File: src/rtl/down_counter_timer.sv
// rtl/down_counter_timer.sv - loadable down counter timer with start/busy/done handshake
//
// Purpose: loads load_val on an accepted start, then counts it down to zero
// on enabled cycles and pulses done for one cycle. It is used as a delay or
// timeout timer. abort leaves RUN at once, keeps q, and gives no done pulse.
//
// Optional feature: macro DOWN_COUNTER_TIMER_AUTO_RELOAD_EN. When it is
// defined, RUN reloads from the captured start value instead of reaching 0.
// done pulses on every wrap, and only abort leaves RUN.
//
// Ports:
//   clk       in   1      clock, all state updates on posedge
//   reset_n   in   1      asynchronous active-low reset
//   start     in   1      load load_val and begin counting (accepted in IDLE/DONE)
//   load_val  in   WIDTH  initial count, captured on accepted start
//   enable    in   1      count tick qualifier
//   abort     in   1      stop counting immediately, no done
//   q         out  WIDTH  current count (registered)
//   busy      out  1      high while in RUN (registered)
//   done      out  1      one-cycle completion pulse (registered)

module down_counter_timer #(
  parameter int WIDTH = 4
) (
  input  logic             clk,
  input  logic             reset_n,
  input  logic             start,
  input  logic [WIDTH-1:0] load_val,
  input  logic             enable,
  input  logic             abort,
  output logic [WIDTH-1:0] q,
  output logic             busy,
  output logic             done
);

  typedef enum logic [1:0] {
    IDLE = 2'd0,
    RUN  = 2'd1,
    DONE = 2'd2
  } state_t;

  localparam logic [WIDTH-1:0] ZERO = '0;
  localparam logic [WIDTH-1:0] ONE  = WIDTH'(1);

  state_t state;

`ifdef DOWN_COUNTER_TIMER_AUTO_RELOAD_EN
  // Only the periodic mode ever reads the captured start value back.
  logic [WIDTH-1:0] reload_q;
`endif

  always_ff @(posedge clk or negedge reset_n) begin
    if (!reset_n) begin
      state <= IDLE;
      q     <= ZERO;
      busy  <= 1'b0;
      done  <= 1'b0;
`ifdef DOWN_COUNTER_TIMER_AUTO_RELOAD_EN
      reload_q <= ZERO;
`endif
    end else begin
      // done is a pulse. It is raised only on the cycle that produces it.
      done <= 1'b0;
      case (state)
        RUN: begin
          if (abort) begin
            // abort has priority over enable, and q freezes where it is.
            state <= IDLE;
            busy  <= 1'b0;
          end else if (enable) begin
            // Use <= ONE rather than == ONE, so q can never wrap below zero.
            if (q <= ONE) begin
`ifdef DOWN_COUNTER_TIMER_AUTO_RELOAD_EN
              q    <= reload_q;
              done <= 1'b1;
`else
              q     <= ZERO;
              state <= DONE;
              busy  <= 1'b0;
              done  <= 1'b1;
`endif
            end else begin
              q <= q - ONE;
            end
          end
        end
        default: begin
          // IDLE and DONE share start acceptance. An accepted start in DONE
          // restarts back to back with no idle gap.
          if (abort) begin
            state <= IDLE;
          end else if (start) begin
            q <= load_val;
`ifdef DOWN_COUNTER_TIMER_AUTO_RELOAD_EN
            reload_q <= load_val;
`endif
            if (load_val != ZERO) begin
              state <= RUN;
              busy  <= 1'b1;
            end else begin
              state <= DONE;
              done  <= 1'b1;
            end
          end else if (state == DONE) begin
            state <= IDLE;
            q     <= ZERO;
          end
        end
      endcase
    end
  end

endmodule

File: config.mk
export PLATFORM = sky130hd
export DESIGN_NAME = down_counter_timer
export DESIGN_NICKNAME = d
export VERILOG_FILES = /design/src/rtl/down_counter_timer.sv
export SDC_FILE = /design/constraint.sdc
export NUM_CORES = 1
export LEC_CHECK = 0
export CORE_AREA = 2 2 39 41
export DETAILED_ROUTE_END_ITERATION = 12
export DIE_AREA = 0 0 41 43
export MAX_ROUTING_LAYER = met4
export PLACE_DENSITY = 0.77
export SYNTH_ARGS = -nofsm -noshare
export SYNTH_HDL_FRONTEND = slang
export SYNTH_SLANG_ARGS = --single-unit
File: constraint.sdc
create_clock -name clk -period 3.6 [get_ports clk]
set_clock_uncertainty 0.2 [all_clocks]
set_input_delay 0.36 -clock clk [delete_from_list [all_inputs] [get_ports clk]]
set_output_delay 0.36 -clock clk [all_outputs]
set_load 0.01 [all_outputs]
==> results.json, run 1 <==
{
  "finalSetupTns_ps": 0,
  "min_period_over_period": 0.5805,
  "drcViolationCount": 0,
  "postSynthCellCount": 59,
  "cts_setup_buffers": 0,
  "fin_util": 0.5289,
  "diodes": 0,
  "critPathMaxFanout": 12,
  "num_vias": 542,
  "hold_slack_ps": 190.9,
  "internal_power_uw": 225.0,
  "final_cells": 90,
  "status": "finished clean",
  "drtPass1Iterations": 4,
  "ys_types": 33,
  "grt_start_max_net_pins": 13,
  "synth.most_common_cell": "dfrtp_1",
  "syn_nets": 72,
  "drive_gt1_frac": 0.06757,
  "cts_sinks": 8,
  "nets": 89,
  "portBuffers": 14,
  "r2r_end": "q[1]",
  "synth_area_leader_cell": "dfrtp_1",
  "yosysWarningCount": 0,
  "cts_buffer_depth": 2,
  "grt_pass1_vias": 512,
  "ant_nets": 0,
  "synth-seq-cells": 8,
  "fmax_ghz": 0.4785,
  "cts_max_level": 1,
  "critical_path.startpoint": "state[1]",
  "syn_avg_cell_area_um2": 9.458,
  "powerDensity_nw_per_um2": 490.1,
  "wirelength_um": 1341,
  "synth-async-reset-ratio": 1.000,
  "power_frac_clock": 0.201,
  "total_leakage_power_uw": 0.0002951,
  "cp.required_ps": 3520,
  "gp_congestion": 0.8016,
  "die_h_um": 43,
  "ys_top_cells_by_count": "dfrtp_1 (8), inv_1 (6), ha_1 (4), nor2b_1 (4)",
  "finalSetupViolCount": 0,
  "num_rows": 14,
  "cp-end-kind": "flip-flop",
  "yosys_most_used_dff": "dfrtp_1",
  "antenna_found_initial": 0,
  "clkSlewWorstSetupHoldPaths_ps": 60,
  "dp_hpwl_um": 1002,
  "clkLatencyLatePin_ps": 260,
  "p_comb_frac": 0.435,
  "rsz0062_at_grt": "no",
  "ys_top_cells_by_area": "dfrtp_1 (36%), ha_1 (9.0%), nor2b_1 (4.5%)",
  "post-place-cells": 87,
  "finalCriticalPeriod_ps": 2090,
  "syn_to_final_growth_pct": 31.17,
  "grt_pass1_wl_um": 2249,
  "viasPerCell": 6.022,
  "grt_overflow_total": 0,
  "swShare": 0.3727,
  "detail_route.iter0.violations": 12,
  "start_kind": "flip-flop",
  "hp-class": "input pin to asynchronous set/reset pin",
  "reg2reg_from": "state[1]",
  "fp.dieArea_um2": 1763,
  "vdd_drop_max_uv": 260.5,
  "grt_usage": 0.1952,
  "cts-root-buf": "clkbuf_4",
  "cp.arrival_ps": 2010,
  "core_um2": 1384,
  "synth_edf_count": 0,
  "post_cts_resized": 0,
  "post_drt_wl_per_cell_um": 14.90,
  "maxSlewViolCount": 0,
  "yosysSeqAreaShare": 0.3587,
  "hold_viol_final": 0,
  "p_sw_uw": 133.7,
  "ios": 15,
  "cts_tree": "built",
  "hold_buffers": 0,
  "rr_worst_depth": 5,
  "nFillCells": 139,
  "syn-cell-area_um2": 558.0,
  "synth_top_area_frac": 0.3587,
  "maxCapViolCount": 0,
  "start_util": 0.4033,
  "die_w_um": 41,
  "slew_headroom": 0.6393,
  "p_seq_frac": 0.365,
  "cts_inserted_buffers": 3,
  "crit_type": "flip-flop to flip-flop",
  "worst_pin_slew_ps": 536.9,
  "ff2ff_setup_slack_ps": 1510
}
cell usage in the layout, fill, tap and decap left out, drive strengths merged:
cell	n
a31oi	1
and4b	1
inv	6
nor4	2
clkbuf	3
nor2	1
nand4	1
or2	1
ha	4
nand3	2
a211o	2
a22oi	2
a311oi	1
or3	1
o21ai	1
nor3	1
o311ai	1
clkdlybuf4s50	14
and2b	1
and3	1
a21oi	2
a2111oi	2
o41ai	1
or4	1
o31ai	1
a311o	2
dfrtp	8
a21o	1
nor2b	4
nand2	2
a32oi	1
a211oi	1
o211ai	1
logic make-up after synthesis:
family / share of synthesized area
buf+inv: 0.05604
compound gates: 0.2803
flops: 0.3587
simple gates: 0.2153
fa+ha+maj: 0.08969
sequential cells by signal (all words and copies together), names as in the netlist:
signal  count
q           4
state       2
busy        1
done        1
power groups by stage:
stage,combinational (uW),clock (uW),sequential (uW)
5_1_grt,171,77.6,134
3_3_place_gp,155,0,132
2_1_floorplan,83.4,0,136
6_report,156,71.9,131
4_1_cts,157,73.8,130
3_5_place_dp,156,0,132
worst max path at each step:
stage,cells after the start,to,slack (ps)
3_5_place_dp,4,busy,1490
6_report,5,q[1],1510
5_1_grt,5,q[0],1390
3_3_place_gp,4,busy,1510
2_1_floorplan,5,state[0],1880
4_1_cts,5,q[1],1510
worst max-delay path: stages, from the launching register on:
cell and delay (ps):
dfrtp_1 380, inv_1 100, ha_1 380, and2b_4 270, a2111oi_0 490, a22oi_1 130
layer usage:
layer  part of all wire  GRT usage  up-vias  wire (um)
met3              0.045    0.03141        5         60
li1                   -          -      265          -
met5                  0          -        -          0
met1               0.49     0.2815      257        657
met2               0.43     0.2469       15        582
met4              0.031     0.1200        0         41
final cells by class:
class	instances	area, um^2	area share
multi-input cells	43	326.6	0.4462
flip-flops and latches	8	200.2	0.2735
repair buffers	14	140.1	0.1915
clock buffers	3	22.52	0.03077
inverters	6	22.52	0.03077
well taps	16	20.02	0.02735
metrics by stage:
stage / cell area (um^2) / total power [uW] / setup WS, ps
4_1_cts: 732.0 / 361.3 / 1511
3_3_place_gp: 709.4 / 286.7 / 1511
6_report: 732.0 / 358.8 / 1510
2_1_floorplan: 558.0 / 219.7 / 1880
3_5_place_dp: 709.4 / 287.8 / 1490
5_1_grt: 732.0 / 382.7 / 1386
Power figures use the tool's default switching activity.
==> run 2: changes to the inputs <==
--- a/config.mk
+++ b/config.mk
@@ -5,11 +5,10 @@
 export SDC_FILE = /design/constraint.sdc
 export NUM_CORES = 1
 export LEC_CHECK = 0
-export CORE_AREA = 2 2 39 41
+export CORE_UTILIZATION = 41
 export DETAILED_ROUTE_END_ITERATION = 12
-export DIE_AREA = 0 0 41 43
 export MAX_ROUTING_LAYER = met4
-export PLACE_DENSITY = 0.77
+export PLACE_DENSITY = 0.78
 export SYNTH_ARGS = -nofsm -noshare
 export SYNTH_HDL_FRONTEND = slang
 export SYNTH_SLANG_ARGS = --single-unit
==> constraint.sdc (replaced) <==
create_clock -name clk -period 1.9 [get_ports clk]
set_clock_uncertainty 0.2 [all_clocks]
set_input_delay 0.19 -clock clk [delete_from_list [all_inputs] [get_ports clk]]
set_output_delay 0.19 -clock clk [all_outputs]
set_load 0.01 [all_outputs]
==> results.json, run 2 (synthesis gave the netlist of run 1 again) <==
{
  "ff2ff_setup_slack_ps": 80,
  "cts_max_level": 1,
  "vdd_drop_max_uv": 724.6,
  "clkSlewWorstSetupHoldPaths_ps": 70,
  "dp_hpwl_um": 1092,
  "maxSlewViolCount": 0,
  "rr_worst_depth": 5,
  "nets": 98,
  "reg_top3": "q x4, state x2",
  "grt_start_max_net_pins": 9,
  "critPathMaxFanout": 6,
  "cts-root-buf": "clkbuf_4",
  "post_drt_wl_per_cell_um": 15.42,
  "drcViolationCount": 0,
  "grt_overflow_total": 0,
  "path_cells": "inv_1 -> ha_2 -> and2b_4 -> a2111oi_0 -> a22oi_1",
  "cp-end-kind": "flip-flop",
  "viasPerCell": 6.021,
  "min_period_over_period": 0.9556,
  "ant_nets": 0,
  "start_util": 0.4705,
  "grt_use_met1": 0.3085,
  "wirelength_um": 1496,
  "total_leakage_power_uw": 0.0003394,
  "hold_slack_ps": 11.58,
  "die_h_um": 38.89,
  "placed_cell_area_um2": 774.5,
  "hold_buffers": 0,
  "syn_to_final_growth_pct": 45.96,
  "portBuffers": 14,
  "layout_common_cells": "clkdlybuf4s50_1 (14), buf_4 (9), dfrtp_1 (7)",
  "regMostFlops": "q",
  "grt_pass1_vias": 581,
  "powerDensity_nw_per_um2": 921.7,
  "cts_setup_buffers": 0,
  "use_met3": 0.05202,
  "grt_usage": 0.2589,
  "fmax_ghz": 0.5508,
  "cts_inserted_buffers": 3,
  "hp-class": "input pin to asynchronous set/reset pin",
  "fin_util": 0.6867,
  "largest_reg_flops": 4,
  "worst_pin_slew_ps": 413.9,
  "cts_tree": "built",
  "finalSetupTns_ps": 0,
  "layout_commonest_cell": "clkdlybuf4s50_1",
  "start_kind": "flip-flop",
  "cp.required_ps": 1830,
  "setup_ws_ps": 84.34,
  "grt_pass1_wl_um": 2490,
  "critical-path-top-delay-family": "compound AO/OA/AOI/OAI gates",
  "ios": 15,
  "num_vias": 584,
  "place_ws_ps": -22.08,
  "reg2reg_from": "state[1]",
  "gp_congestion": 0.8564,
  "slew_headroom": 0.7232,
  "maxCapViolCount": 0,
  "r2r_end": "q[0]",
  "cp.arrival_ps": 1740,
  "design_area_um2": 814.5,
  "detail_route.iter0.violations": 18,
  "cts_sinks": 8,
  "max_stage_delay_ps": 400,
  "cts_buffer_depth": 2,
  "hold_viol_final": 0,
  "critical_path.startpoint": "state[1]",
  "grt_most_used_layer": "met2",
  "crit_type": "flip-flop to flip-flop",
  "fp.dieArea_um2": 1512,
  "critPathBufInv": 1,
  "rsz0062_at_grt": "no",
  "status": "finished clean",
  "worst_path_max_delay_cell": "a2111oi_0",
  "finalCriticalPeriod_ps": 1816,
  "grt_util_met2": 0.4000,
  "num_rows": 12,
  "finalSetupViolCount": 0,
  "die_w_um": 38.89,
  "drtPass1Iterations": 4,
  "antenna_found_initial": 0,
  "core_um2": 1186,
  "clkLatencyLatePin_ps": 270,
  "drive_gt1_frac": 0.2289,
  "diodes": 0
}
[run 2: changes by cell type in the layout (fill, tap and decap cells not counted), sizes merged]
cell	previous run	this run
buf	0	9
[run 2: cell type report]
class                           instances  area [um^2]
Inverter                                6        22.52
Tap cell                               14        17.52
Sequential cell                         8        201.4
Timing Repair Buffer                   23        207.7
Clock buffer                            3        22.52
Fill cell                              94        371.6
Multi-Input combinational cell         43        342.8
[run 2: worst max-delay path by stage]
stage | endpoint | slack [ps] | cells after the start
detailed placement | busy | -20 | 4
finish | q[0] | 80 | 5
global placement | busy | 2 | 4
global route | q[0] | 20 | 5
CTS | q[0] | 30 | 4
floorplan | state[0] | 180 | 5
[run 2: layer usage]
metal  part of all wire  vias up  wire length, um
met5                  0        -                0
met4              0.027        0               40
li1                   -      284                -
met3              0.048        5               72
met2               0.44       24              665
met1               0.48      271              718
[run 2: report_power, final]
part	switching [uW]	leakage, uW	internal [uW]
clock network	73.6	0.0000138	73.2
registers	40.0	0.0000979	209
logic	171	0.000228	184
total	285	0.000339	466
[run 2: what timing repair did]
item	CTS	global route
endpoints found under the hold margin	0	0
setup endpoints to repair	1	5
gates resized for setup	1	5
[run 2: through the flow]
stage               total power (uW)  cells
floorplan                      416.2     59
global placement               571.4     94
detailed placement             580.1     94
CTS                            729.0     97
global route                   800.3     97
finish                         750.8     97
